==> src/rtl/sha256_pkg.sv <==
// Shared types and constants for the SHA-256 message padder.
package sha256_pkg;

  localparam int N     = 32;
  localparam int M     = 16;
  localparam int LEN_W = 64;

  typedef logic [31:0] word_t;
  typedef word_t block_t [0:15];

  localparam word_t      PAD_WORD   = 32'h8000_0000;
  localparam logic [3:0] LEN_HI_IDX = 4'd14;
  localparam logic [3:0] LEN_LO_IDX = 4'd15;

  typedef enum logic [1:0] {LOAD, PAD, LEN, EMIT} pad_state_e;

  // Keep the valid leading bytes, drop the trailing ones and put the 0x80 marker right after them.
  function automatic word_t pad_last_word(input word_t w, input logic [2:0] nbytes);
    word_t r;
    case (nbytes)
      3'd1:    r = {w[31:24], 8'h80, 16'h0000};
      3'd2:    r = {w[31:16], 8'h80, 8'h00};
      3'd3:    r = {w[31:8], 8'h80};
      default: r = w;
    endcase
    return r;
  endfunction

endpackage

==> src/rtl/sha256_bitlen_cnt.sv <==
// 64-bit message bit-length accumulator; wraps modulo 2^64.
module sha256_bitlen_cnt (
  input  logic        clk_i,
  input  logic        rst_i,
  input  logic        clr_i,
  input  logic        add_en_i,
  input  logic [5:0]  add_i,
  output logic [63:0] cnt_o
);

  logic [63:0] cnt_r;

  // Clear wins over add so a finished message never leaks into the next one.
  always_ff @(posedge clk_i) begin
    if (!rst_i) begin
      cnt_r <= 64'h0;
    end else if (clr_i) begin
      cnt_r <= 64'h0;
    end else if (add_en_i) begin
      cnt_r <= cnt_r + {58'h0, add_i};
    end else begin
      cnt_r <= cnt_r;
    end
  end

  assign cnt_o = cnt_r;

endmodule

==> src/rtl/sha256_msg_pad.sv <==
// Pads a 32-bit big-endian word stream into 16-word SHA-256 blocks with valid/ready output.
// Defining SHA_PAD_BYPASS_EN adds bypass_i for messages that arrive already padded.
module sha256_msg_pad
  import sha256_pkg::*;
(
  input  logic       clk_i,
  input  logic       rst_i,
  input  logic       in_valid_i,
  output logic       in_ready_o,
  input  word_t      in_data_i,
  input  logic       in_last_i,
  input  logic [2:0] in_nbytes_i,
  output block_t     blk_o,
  output logic       blk_valid_o,
  input  logic       blk_ready_i,
  output logic       blk_first_o,
  output logic       blk_final_o
`ifdef SHA_PAD_BYPASS_EN
  ,
  input  logic       bypass_i
`endif
);

  pad_state_e  state_r, state_n;
  logic [3:0]  idx_r, idx_n;
  logic        pad_done_r, pad_done_n;
  logic        first_flag_r, first_flag_n;
  logic        resume_pad_r, resume_pad_n;
  logic        in_ready_r, in_ready_n;
  logic        blk_valid_r, blk_valid_n;
  logic        blk_first_r, blk_first_n;
  logic        blk_final_r, blk_final_n;
  block_t      blk_r, blk_n;

  logic        accept_s, full_last_s, first_word_s, byp_s;
  logic        cnt_clr_s, cnt_add_s;
  logic [5:0]  cnt_amt_s;
  logic [63:0] bitlen_s;

  assign accept_s     = in_valid_i & in_ready_r & (state_r == LOAD);
  // nbytes of 0 or above 4 is treated as a full word
  assign full_last_s  = (in_nbytes_i == 3'd0) || (in_nbytes_i >= 3'd4);
  assign first_word_s = first_flag_r && (idx_r == 4'd0);

`ifdef SHA_PAD_BYPASS_EN
  logic bypass_r;

  // Bypass mode is fixed for the whole message by its first accepted word.
  always_ff @(posedge clk_i) begin
    if (!rst_i) begin
      bypass_r <= 1'b0;
    end else if (accept_s && first_word_s) begin
      bypass_r <= bypass_i;
    end else begin
      bypass_r <= bypass_r;
    end
  end

  assign byp_s = first_word_s ? bypass_i : bypass_r;
`else
  assign byp_s = 1'b0;
`endif

  sha256_bitlen_cnt u_bitlen (
    .clk_i    (clk_i),
    .rst_i    (rst_i),
    .clr_i    (cnt_clr_s),
    .add_en_i (cnt_add_s),
    .add_i    (cnt_amt_s),
    .cnt_o    (bitlen_s)
  );

  // Next-state, block fill and handshake logic.
  always_comb begin
    state_n      = state_r;
    idx_n        = idx_r;
    pad_done_n   = pad_done_r;
    first_flag_n = first_flag_r;
    resume_pad_n = resume_pad_r;
    blk_valid_n  = blk_valid_r;
    blk_first_n  = blk_first_r;
    blk_final_n  = blk_final_r;
    blk_n        = blk_r;
    cnt_clr_s    = 1'b0;
    cnt_add_s    = 1'b0;
    cnt_amt_s    = 6'd32;
    case (state_r)
      LOAD: begin
        if (accept_s && byp_s) begin
          blk_n[idx_r] = in_data_i;
          if (idx_r == 4'd15) begin
            state_n      = EMIT;
            blk_first_n  = first_flag_r;
            blk_final_n  = in_last_i;
            resume_pad_n = 1'b0;
          end else begin
            idx_n = idx_r + 4'd1;
          end
        end else if (accept_s) begin
          cnt_add_s = 1'b1;
          if (in_last_i) begin
            cnt_amt_s    = full_last_s ? 6'd32 : {in_nbytes_i, 3'b000};
            blk_n[idx_r] = full_last_s ? in_data_i : pad_last_word(in_data_i, in_nbytes_i);
            pad_done_n   = ~full_last_s;
            resume_pad_n = 1'b1;
            if (idx_r == 4'd15) begin
              state_n     = EMIT;
              blk_first_n = first_flag_r;
              blk_final_n = 1'b0;
            end else begin
              state_n = PAD;
              idx_n   = idx_r + 4'd1;
            end
          end else begin
            blk_n[idx_r] = in_data_i;
            resume_pad_n = 1'b0;
            if (idx_r == 4'd15) begin
              state_n     = EMIT;
              blk_first_n = first_flag_r;
              blk_final_n = 1'b0;
            end else begin
              idx_n = idx_r + 4'd1;
            end
          end
        end else begin
          state_n = LOAD;
        end
      end
      PAD: begin
        if (pad_done_r && (idx_r == LEN_HI_IDX)) begin
          state_n = LEN;
        end else begin
          blk_n[idx_r] = pad_done_r ? 32'h0000_0000 : PAD_WORD;
          pad_done_n   = 1'b1;
          // Marker or zeros spilled into word 15: no room for the length in this block
          if (idx_r == LEN_LO_IDX) begin
            state_n      = EMIT;
            blk_first_n  = first_flag_r;
            blk_final_n  = 1'b0;
            resume_pad_n = 1'b1;
          end else begin
            idx_n = idx_r + 4'd1;
          end
        end
      end
      LEN: begin
        blk_n[LEN_HI_IDX] = bitlen_s[63:32];
        blk_n[LEN_LO_IDX] = bitlen_s[31:0];
        state_n           = EMIT;
        blk_first_n       = first_flag_r;
        blk_final_n       = 1'b1;
        resume_pad_n      = 1'b0;
      end
      EMIT: begin
        if (!blk_valid_r) begin
          blk_valid_n = 1'b1;
        end else if (blk_ready_i) begin
          blk_valid_n  = 1'b0;
          blk_first_n  = 1'b0;
          blk_final_n  = 1'b0;
          idx_n        = 4'd0;
          first_flag_n = blk_final_r;
          cnt_clr_s    = blk_final_r;
          state_n      = resume_pad_r ? PAD : LOAD;
        end else begin
          blk_valid_n = 1'b1;
        end
      end
      default: begin
        state_n = LOAD;
      end
    endcase
    in_ready_n = (state_n == LOAD);
  end

  // State and output registers.
  always_ff @(posedge clk_i) begin
    if (!rst_i) begin
      state_r      <= LOAD;
      idx_r        <= 4'd0;
      pad_done_r   <= 1'b0;
      first_flag_r <= 1'b1;
      resume_pad_r <= 1'b0;
      in_ready_r   <= 1'b0;
      blk_valid_r  <= 1'b0;
      blk_first_r  <= 1'b0;
      blk_final_r  <= 1'b0;
      blk_r        <= '{default: 32'h0000_0000};
    end else begin
      state_r      <= state_n;
      idx_r        <= idx_n;
      pad_done_r   <= pad_done_n;
      first_flag_r <= first_flag_n;
      resume_pad_r <= resume_pad_n;
      in_ready_r   <= in_ready_n;
      blk_valid_r  <= blk_valid_n;
      blk_first_r  <= blk_first_n;
      blk_final_r  <= blk_final_n;
      blk_r        <= blk_n;
    end
  end

  assign in_ready_o  = in_ready_r;
  assign blk_valid_o = blk_valid_r;
  assign blk_first_o = blk_first_r;
  assign blk_final_o = blk_final_r;
  assign blk_o       = blk_r;

endmodule

==> config.mk <==
export PLATFORM = sky130hd
export DESIGN_NAME = sha256_msg_pad
export DESIGN_NICKNAME = d
export VERILOG_FILES = /design/src/rtl/sha256_pkg.sv /design/src/rtl/sha256_bitlen_cnt.sv /design/src/rtl/sha256_msg_pad.sv
export SDC_FILE = /design/constraint.sdc
export NUM_CORES = 1
export LEC_CHECK = 0
export BUFFER_PORTS_ARGS = -buffer_cell sky130_fd_sc_hd__buf_2
export CAP_MARGIN = 20
export CORE_AREA = 2 2 218 220
export CTS_CLUSTER_DIAMETER = 200
export CTS_CLUSTER_SIZE = 25
export DETAILED_ROUTE_END_ITERATION = 10
export DIE_AREA = 0 0 220 222
export GPL_TIMING_DRIVEN = 0
export PLACE_DENSITY = 0.74
export SKIP_LAST_GASP = 1
export SYNTH_ARGS = -nofsm -noshare
export SYNTH_HDL_FRONTEND = slang
export SYNTH_SLANG_ARGS = --single-unit
==> constraint.sdc <==
create_clock -name clk_i -period 4.9 [get_ports clk_i]
set_input_delay 0.735 -clock clk_i [delete_from_list [all_inputs] [get_ports clk_i]]
set_output_delay 0.735 -clock clk_i [all_outputs]
set_load 0.05 [all_outputs]
Word-level counts from Yosys, hierarchy flattened --
Index checks and enable logic that the tools add are counted.
Storage, ports and cells: register bits 589, output and inout bits 516
Operators by class: add/subtract/negate cells 2, order comparisons 3, eq/ne operators 14, mux-type cells 61, bitwise operators 5, reduce and logical (&&, ||, !) cells 17
Operators with widths (count):
- $bwmux 512 | 3
- $mux 512 | 3
- $pmux 448 s2 | 1
- $mux 32 | 6
- $pmux 64 s3 | 1
- $demux 32 s4 | 1
- $pmux 24 s3 | 1
- $add 64x6->64 | 1
- $mux 6 | 4
- $mux 1 | 23
- $mux 4 | 5
- $mux 2 | 7
- $ne 2x2->1 const B | 6
- $pmux 4 s3 | 1
- $reduce_and 4->1 | 3
- $reduce_and 3->1 | 3
- $eq 4x4->1 const B | 2
- $pmux 1 s4 | 2
- $pmux 2 s4 | 1
- $eq 3x2->1 const B | 2
- $reduce_bool 3->1 | 2
- $ge 5x5->1 const B | 1
- $lt 5x1->1 const B | 1
- $not 4->5 | 1
- other kinds (16) | 21

Longest topological paths before layout --
Gate-level depths: netlist of the first run.
depth after elaboration 10, mapped depth 12, mapped depth without buffers 11

Cells and area by module --
From an unflattened synthesis of the first run, not the netlist that was laid out.
Second synthesis, totals: cell total of the unflattened synthesis 2515, area, all modules 21734.6 um2
By module, submodules not included:
- sha256_msg_pad | instances 1, cells an instance 2108, area each 18301.3 um2, sequential area each 10510.1 um2
- sha256_bitlen_cnt | instances 1, cells an instance 407, area each 3433.3 um2, sequential area each 1281.2 um2

Worst setup path after synthesis of the first run --
No wires, ideal clock.
kind reg-to-reg, start point reg in_ready_r, in the netlist in_ready_o, end point reg u_bitlen.cnt_r[59], in the netlist u_bitlen.cnt_o[59], library setup time 0.059 ns, data arrival time 2.810 ns, slack 2.031 ns, cell stages (with the launch flop) 10, buffers on the path 1, period minus slack after synthesis 2.869 ns, cell sequence dfxtp_1 -> and3_1 -> clkbuf_1 -> nand3_1 -> ha_1 -> a21oi_1 -> nor4b_4 -> nand4_4 -> or4_1 -> nand2_1
Between the ends: cells in the longest elaborated chain, start to end 5, elaborated cells between the ends (all ways) 7
Ends and longest elaborated chain:
- start, declared | RTL line sha256_msg_pad.sv:29 | logic in_ready_r, in_ready_n;
- start signal, assigned | RTL line sha256_msg_pad.sv:195 | in_ready_r <= in_ready_n;
- $and 1x1->1 (*) (2 in a row) | RTL line sha256_msg_pad.sv:40 | assign accept_s = in_valid_i & in_ready_r & (state_r == LOAD);
- $mux 6 | RTL line sha256_msg_pad.sv:99 | end else if (accept_s) begin
- $mux 6 | RTL line sha256_msg_pad.sv:87 | case (state_r)
- $add 64x6->64 | RTL line sha256_bitlen_cnt.sv:20 | cnt_r <= cnt_r + {58'h0, add_i};
- end signal, assigned | RTL line sha256_bitlen_cnt.sv:20
- end signal, assigned | RTL line sha256_bitlen_cnt.sv:22 | cnt_r <= cnt_r;
- end, declared | RTL line sha256_bitlen_cnt.sv:11 | logic [63:0] cnt_r;
Every way passes the cells marked *; elsewhere a longest branch is shown, timed or not. A chain may end at the register's enable or synchronous reset.

Final worst setup path of the first run --
start point reg state_r[1], end point reg u_bitlen.cnt_r[49], in the netlist u_bitlen.cnt_o[49]
Between the ends: cells in the longest elaborated chain, start to end 5, elaborated cells between the ends (all ways) 10
Ends and longest elaborated chain:
- start, declared | RTL line sha256_msg_pad.sv:24 | pad_state_e state_r, state_n;
- start signal, assigned | RTL line sha256_msg_pad.sv:190 | state_r <= state_n;
- $logic_not 2->1 | RTL line sha256_msg_pad.sv:40, sha256_msg_pad.sv:87
- $and 1x1->1 | RTL line sha256_msg_pad.sv:40
- $mux 6 | RTL line sha256_msg_pad.sv:99
- $mux 6 | RTL line sha256_msg_pad.sv:87
- $add 64x6->64 | RTL line sha256_bitlen_cnt.sv:20
Several ways; a longest one is shown, not always the timed one.

==> results by group, run 1 <==
Run status
  • Outcome: complete, no violations

Clocking
  • Setup Fix Bufs, Post-CTS: 0
  • CTS sink count: 586
  • CTS Hold Bufs: 0
  • H-tree lvl count: 1
  • Deepest clock path buffer count: 3
  • Worst-Skew Late Latency: 610 ps
  • Post-cts resize count: 0
  • Root Driver: clkbuf_16
  • Reg clk slew, reported paths: 110 ps
  • Total CTS buffers: 27
  • CTS tree: built

Global routing
  • Vias in the first global route: 19920
  • Pin count of the biggest net entering global routing: 26
  • First-pass GRT wire length: 128100 µm
  • Grt ovf: 0
  • Initial antenna violation count: 3
  • All-Layer GR Usage: 0.3479

Setup path
  • Critical path fanouts, max: 10
  • CP endpoint kind: flop
  • Startpoint Class: flop
  • Worst EP required: 5420 ps
  • R2R Setup Slk: 1280 ps
  • Worst path arrival time: 4140 ps
  • Kind of critical path: flop to flop

Power
  • P_leak: 10.80 nW
  • Peak VDD IR: 0.2765 mV
  • Total Power: 7.955 mW
  • Pwr per Cell Area: 296.9 nW/µm²

Detailed routing
  • Post-DR vias/cell: 5.631
  • Residual DRC count: 0
  • DR iter-0 viols: 2192
  • WL/cell: 22.26 µm
  • Routed WL: 89490 µm
  • Via count: 22640
  • DRT Pass-1 Iters: 8
  • Post-DRT Antenna Nets: 0

Logic synthesis
  • Proportion of synthesized area in mux cells: 0.002720
  • Yosys reg bits: 586
  • Area leader, netlist: dfxtp_1
  • Syn Nets: 2878
  • Asr flop ratio synth: 0
  • Largest family of logic cells by synthesized area: simple AND/OR/NAND/NOR gates
  • Synth Area in Compound Gates: 0.1751
  • Xor/xnor share of the synthesized area: 0.01049
  • Synth warnings: 0
  • Simple-Gate Fraction of Synth Area: 0.2384
  • Syn Area/Cell: 7.976 µm²
  • Netlist cell types: 63
  • Synth top area share: 0.5205
  • Number of synthesized flops with an enable pin: 0
  • Main synth FF type: dfxtp_1
  • Synthesized instance count: 2826
  • Mapped Area: 22540 µm²
  • Sequential fraction of the synthesis area: 0.5205
  • Top cells by area, synth: dfxtp_1 52%, nand2_1 16%, a21oi_1 11%
  • Adder-Cell Fraction of Synth Area: 0.006995

Flow run
  • Max Cap Viol: 0

STA
  • RSZ-0062 raised after global routing: false
  • Final Cycle Share: 0.7380
  • Min cycle time layout: 3616 ps
  • Final Hold Vio Count: 0
  • Max Freq: 0.2765 GHz
  • Setup tns final: 0 ps
  • Max_slew headroom: 0.2367
  • Slew Limit Fails: 0
  • Max Clock Skew: 20.60 ps
  • Slew @ Worst Pin: 1136 ps
  • Setup-failing EPs final: 0

Finish
  • Area growth, synth to finish: 18.89%
  • Area occupied by multi-input gates: 9776 µm²
  • Final Net Count: 3465
  • Fill count: 4448
  • Reg area: 11730 µm²
  • Share of cells above drive strength 1: 0.1987

Floorplan
  • DIE HEIGHT: 222 µm
  • Die area: 48840 µm²
  • Rows: 79
  • Core area: 46260 µm²
  • Die W: 220 µm
  • Initial core utilization: 0.4872
  • # IOs: 556

Placed design
  • GPL Wtd Cong: 0.9848
  • DP Wirelength: 67880 µm
  • IO buf count: 554

Worst hold path
  • Hold Crit Class: input port to flop
==> registers in the layout, indices dropped and copies added, names as in the netlist <==
register and cells:
blk_final_o 1, blk_first_o 1, blk_o 512, blk_valid_o 1, first_flag_r 1, idx_r 4
in_ready_o 1, pad_done_r 1, resume_pad_r 1, state_r 2, u_bitlen.cnt_o 61
==> cells in the final DEF (no fill, tap or decap), drive strengths merged, types with 14 or more instances in the layout <==
master  instances
nand2         938
buf           632
dfxtp         586
a21oi         487
clkbuf        188
nor2          119
a22oi          61
a22o           54
and2           40
nand3          34
nand4          32
o21ai          27
xor2           22
and3           17
a211oi         17
or3            16
or4            15
inv            14
==> power breakdown <==
group	leakage [nW]	internal [mW]	switching, mW
combinational	5.74	0.0985	0.478
clock	0.340	0.997	1.58
sequential	4.72	4.79	0.0175
==> worst paths after layout <==
path                 from                  to  cells past startpoint
max            state_r[1]  u_bitlen.cnt_o[49]                     12
min          in_data_i[1]            blk_o[1]                      3
max reg2reg    state_r[1]  u_bitlen.cnt_o[49]                     12
min reg2reg    blk_o[236]          blk_o[236]                      2
==> worst max-delay path, stage by stage, from the launching register on <==
cell and delay, ps:
dfxtp_1 400, inv_1 100, ha_1 310, nand3_1 330, nor2_1 100, ha_1 220
fa_1 410, a21oi_1 580, nor4_2 80, nand4_1 280, clkbuf_1 390, o21ai_0 160
a21oi_1 150
==> Yosys cell counts (all sizes together), types with 5 or more instances <==
| cell | count |
|---|---|
| nor2 | 119 |
| a21oi | 487 |
| nor2b | 9 |
| inv | 13 |
| o211ai | 6 |
| nand4 | 32 |
| a22oi | 61 |
| o31ai | 8 |
| dfxtp | 586 |
| or4 | 15 |
| nand2b | 6 |
| a22o | 54 |
| xnor2 | 5 |
| xor2 | 22 |
| nand2 | 938 |
| and4 | 10 |
| or3 | 16 |
| nor3 | 8 |
| o21ai | 27 |
| and2 | 40 |
| ha | 11 |
| buf | 76 |
| mux2i | 5 |
| nor4 | 6 |
| clkbuf | 159 |
| a211oi | 17 |
| and3 | 17 |
| nand3 | 34 |
==> through the flow <==
stage / hold WS, ps / cells / setup WS [ps] / area [µm²] / utilization
after floorplan: 422.7 / 2826 / 2031 / 22540 / -
after global placement: 438.8 / 3987 / 1249 / 26070 / 0.5636
after detailed placement: 443.0 / 3987 / 1256 / 26070 / 0.5636
after CTS: 409.0 / 4015 / 1254 / 26760 / 0.5785
after global routing: 440.9 / 4019 / 1114 / 26790 / 0.5791
final: 439.8 / 4021 / 1284 / 26800 / 0.5792
==> area by class of cell <==
type / count / share of cell area
buffer: 235 / 0.03670
antenna: 2 / 0.0001868
tap: 607 / 0.02834
timing repair buffer: 558 / 0.1045
sequential: 586 / 0.4378
inverter: 13 / 0.001821
clock buffer: 27 / 0.02521
clock inverter: 1 / 0.0006070
multi-input combinational: 1992 / 0.3648
==> cell families after synthesis <==
logic type	Yosys count
mux	6
compound gates	683
fa+ha+maj	12
xor+xnor	27
simple gates	1264
buf+inv	248
flops	586
==> metal layers <==
| metal | routed length, µm | track usage |
|---|---|---|
| met3 | 8136 | 0.06996 |
| met2 | 42270 | 0.5824 |
| met4 | 4817 | 0.1628 |
| met5 | 25 | 0 |
| met1 | 34240 | 0.4271 |
Note: power is estimated with default switching activity, not from simulation.
==> run 2: changes to the inputs <==
--- a/config.mk
+++ b/config.mk
@@ -5,15 +5,16 @@
 export SDC_FILE = /design/constraint.sdc
 export NUM_CORES = 1
 export LEC_CHECK = 0
+export ABC_AREA = 1
 export BUFFER_PORTS_ARGS = -buffer_cell sky130_fd_sc_hd__buf_2
 export CAP_MARGIN = 20
-export CORE_AREA = 2 2 218 220
+export CORE_MARGIN = 2
+export CORE_UTILIZATION = 54
 export CTS_CLUSTER_DIAMETER = 200
 export CTS_CLUSTER_SIZE = 25
 export DETAILED_ROUTE_END_ITERATION = 10
-export DIE_AREA = 0 0 220 222
 export GPL_TIMING_DRIVEN = 0
-export PLACE_DENSITY = 0.74
+export PLACE_DENSITY = 0.8
 export SKIP_LAST_GASP = 1
 export SYNTH_ARGS = -nofsm -noshare
 export SYNTH_HDL_FRONTEND = slang
==> constraint.sdc (replaced) <==
create_clock -name clk_i -period 3.75 [get_ports clk_i]
set_input_delay 0.5625 -clock clk_i [delete_from_list [all_inputs] [get_ports clk_i]]
set_output_delay 0.5625 -clock clk_i [all_outputs]
set_load 0.05 [all_outputs]
==> run 2 against run 1 <==
  * Critical path type unchanged
  * Critical endpoint is now u_bitlen.cnt_o[41]
  * Synthesized cell count is 19% higher
  * Cell count is 13% higher
  * Flip-flop and latch count stayed put
  * Synthesized area is 6.2% higher
  * Sequential share of layout area is 2.1 points lower
  * Count of clock-buffer cells in the layout stayed put
==> results by group, run 2 <==
Run status
  • Outcome: complete, no violations (unchanged)

Setup path
  • CP endpoint kind: flop (unchanged)
  • Startpoint Class: flop (unchanged)
  • Reg2Reg Depth: 18 (was 12)
  • Worst reg2reg startpoint: state_r[1] (unchanged)
  • Kind of critical path: flop to flop (unchanged)
  • Worst path arrival time: 3900 ps (was 4140 ps)
  • R2R Setup Slk: 330 ps (was 1280 ps)
  • Worst EP required: 4240 ps (was 5420 ps)
  • Critical path fanouts, max: 9 (was 10)
  • Worst R2R End: u_bitlen.cnt_o[41] (was u_bitlen.cnt_o[49])

Logic synthesis
  • Asr flop ratio synth: 0 (unchanged)
  • Synth warnings: 0 (unchanged)
  • Synth top cells by count: 850 x nor2_1, 586 x dfxtp_1, 417 x nand2_1 (was 938 x nand2_1, 586 x dfxtp_1, 487 x a21oi_1)
  • Top-count cell post-synth: nor2_1 (was nand2_1)
  • Netlist cell types: 37 (was 63)
  • Synthesized instance count: 3368 (was 2826)
  • Area leader, netlist: dfxtp_1 (unchanged)
  • Syn Nets: 3420 (was 2878)
  • Synth top area share: 0.4902 (was 0.5205)
  • Top cells by area, synth: dfxtp_1 49%, nor2_1 13%, o21ai_0 7.5% (was dfxtp_1 52%, nand2_1 16%, a21oi_1 11%)
  • Mapped Area: 23930 µm² (was 22540 µm²)
  • Syn Area/Cell: 7.106 µm² (was 7.976 µm²)
  • Main synth FF type: dfxtp_1 (unchanged)
  • Sequential fraction of the synthesis area: 0.4902 (was 0.5205)
  • Yosys reg bits: 586 (unchanged)
  • Number of synthesized flops with an enable pin: 0 (unchanged)

Floorplan
  • Initial core utilization: 0.5436 (was 0.4872)
  • DIE HEIGHT: 214.5 µm (was 222 µm)
  • Core area: 44030 µm² (was 46260 µm²)
  • Die W: 214.5 µm (was 220 µm)
  • Rows: 77 (was 79)
  • Die area: 46020 µm² (was 48840 µm²)
  • # IOs: 556 (unchanged)

STA
  • Max_slew headroom: 0.1929 (was 0.2367)
  • Final Hold Vio Count: 0 (unchanged)
  • RSZ-0062 raised after global routing: false (unchanged)
  • Slew @ Worst Pin: 1211 ps (was 1136 ps)
  • Setup tns final: 0 ps (unchanged)
  • Max Clock Skew: 35.81 ps (was 20.60 ps)
  • Setup-failing EPs final: 0 (unchanged)
  • Slew Limit Fails: 0 (unchanged)
  • Final Cycle Share: 0.9117 (was 0.7380)
  • Min cycle time layout: 3419 ps (was 3616 ps)
  • Max Freq: 0.2925 GHz (was 0.2765 GHz)

Clocking
  • Setup Fix Bufs, Post-CTS: 0 (unchanged)
  • Total CTS buffers: 27 (unchanged)
  • Worst-Skew Late Latency: 630 ps (was 610 ps)
  • CTS tree: built (unchanged)
  • Post-cts resize count: 0 (unchanged)
  • CTS sink count: 586 (unchanged)
  • Root Driver: clkbuf_16 (unchanged)
  • H-tree lvl count: 1 (unchanged)
  • Reg clk slew, reported paths: 110 ps (about the same)
  • CTS Hold Bufs: 0 (unchanged)
  • Deepest clock path buffer count: 3 (unchanged)

Finish
  • Area growth, synth to finish: 17.69% (was 18.89%)
  • Finished Layout Cells: 4545 (was 4021)
  • Max FFs per register: 512 (unchanged)
  • Post-route cell area: 28170 µm² (was 26800 µm²)
  • Most frequent cells in the layout: 850 x nor2_1, 618 x buf_2, 586 x dfxtp_1 (was 938 x nand2_1, 626 x buf_2, 586 x dfxtp_1)
  • Commonest non-fill, non-tap cell in the layout: nor2_1 (was nand2_1)
  • Final Net Count: 4003 (was 3465)
  • Share of cells above drive strength 1: 0.1767 (was 0.1987)

Detailed routing
  • Post-DRT Antenna Nets: 0 (unchanged)
  • Residual DRC count: 0 (unchanged)
  • Met3 Wirelength: 12250 µm (was 8136 µm)
  • Max Used Layer: met4 (was met5)
  • Post-DR vias/cell: 5.675 (was 5.631)
  • Wl on met1: 39900 µm (was 34240 µm)
  • DRT Pass-1 Iters: 7 (was 8)
  • Metal2 WL: 42570 µm (was 42270 µm)
  • Routed WL: 100700 µm (was 89490 µm)
  • WL/cell: 22.17 µm (was 22.26 µm)
  • Via count: 25790 (was 22640)
  • DR iter-0 viols: 3735 (was 2192)

Worst hold path
  • Hold Crit Class: input port to flop (unchanged)
  • Hold depth: 5 (was 3)
  • Worst min-delay path startpoint: in_data_i[10] (was in_data_i[1])
  • Hold Crit Endpoint: blk_o[10] (was blk_o[1])

Power
  • Total Power: 10.79 mW (was 7.955 mW)
  • P_leak: 13.50 nW (was 10.80 nW)
  • Pwr per Cell Area: 382.9 nW/µm² (was 296.9 nW/µm²)
  • Peak VDD IR: 0.3702 mV (was 0.2765 mV)

Placed design
  • Placed cell areas: 27450 µm² (was 26070 µm²)
  • DP Wirelength: 76970 µm (was 67880 µm)
  • IO buf count: 553 (was 554)
  • Post-placement cell count: 4514 (was 3987)
  • GPL Wtd Cong: 1.037 (was 0.9848)

Global routing
  • All-Layer GR Usage: 0.4190 (was 0.3479)
  • Pin count of the biggest net entering global routing: 26 (unchanged)
  • First-pass GRT wire length: 145500 µm (was 128100 µm)
  • Vias in the first global route: 22450 (was 19920)
  • Initial antenna violation count: 1 (was 3)
  • Grt ovf: 0 (unchanged)

Flow run
  • Max Cap Viol: 0 (unchanged)
[run 2: cell types whose count changed after synthesis, moves of 17 or more]
cell / change
nor2_1: +731
nand2_1: -521
o21ai_0: +333
inv_1: +277
a21oi_1: -273
o21ai_1: +158
nand3_1: +97
a22oi_1: -61
a22o_1: -54
and2_0: -21
clkbuf_1: -21
and2_1: -17
[run 2: critical path: stages (launching register included)]
cell and delay [ps]:
dfxtp_1 370, inv_1 130, ha_1 190, inv_2 70, nor2_1 230, inv_2 150
nor2_1 140, inv_1 90, nor2_1 200, fa_1 240, nand2_1 100, nand2_1 70
nand2_1 90, nor2_2 280, nand2_1 160, nor2_2 410, nand2_1 120, xor2_1 160
nor2_1 60
[run 2: routing by layer]
layer  GRT usage  up-vias
met4      0.2218        0
met3     0.07915      287
met1      0.5747    11940
met2      0.6277     1698
met5           0        -
li1            -    11860
[run 2: per-stage QoR]
stage	setup WS [ps]	utilization	hold slack [ps]
after floorplan	1072	-	427.9
after global placement	354.8	0.6233	429.7
after detailed placement	306.6	0.6234	433.8
after CTS	415.2	0.6396	331.3
after global routing	32.57	0.6396	358.0
final	331.3	0.6397	344.5
[run 2: layout make-up]
cell class / count / area, µm²
Inverter: 299 / 1122
Fill cell: 4150 / 15860
Tap cell: 592 / 740.7
Buffer: 226 / 1012
Clock buffer: 27 / 675.6
Sequential cell: 586 / 11730
Antenna cell: 2 / 5.005
Multi-Input combinational cell: 2257 / 10070
Clock inverter: 2 / 36.28
Timing Repair Buffer: 554 / 2775
[run 2: power by group]
part	leakage [nW]	internal [mW]	switching, mW	total (mW)
Combinational	8.42	0.183	0.878	1.06
Sequential	4.73	6.29	0.0441	6.33
Clock	0.350	1.32	2.08	3.39
[run 2: worst max-delay path by stage]
stage | slack (ps) | startpoint | end
after CTS | 420 | state_r[1] | u_bitlen.cnt_o[41]
after detailed placement | 310 | in_last_i | u_bitlen.cnt_o[38]
after global placement | 350 | in_last_i | u_bitlen.cnt_o[38]
after global routing | 30 | state_r[1] | u_bitlen.cnt_o[38]
after floorplan | 1070 | in_ready_o | u_bitlen.cnt_o[41]
final | 330 | state_r[1] | u_bitlen.cnt_o[41]
[run 2: cell families after synthesis]
logic type	count (synthesis)	synth area share
XOR/XNOR	12	0.004391
buffers and inverters	525	0.08919
AND/OR/NAND/NOR	1465	0.2458
AO/OA/AOI/OAI	768	0.1639
flip-flops	586	0.4902
adder cells (fa/ha/maj)	12	0.006587
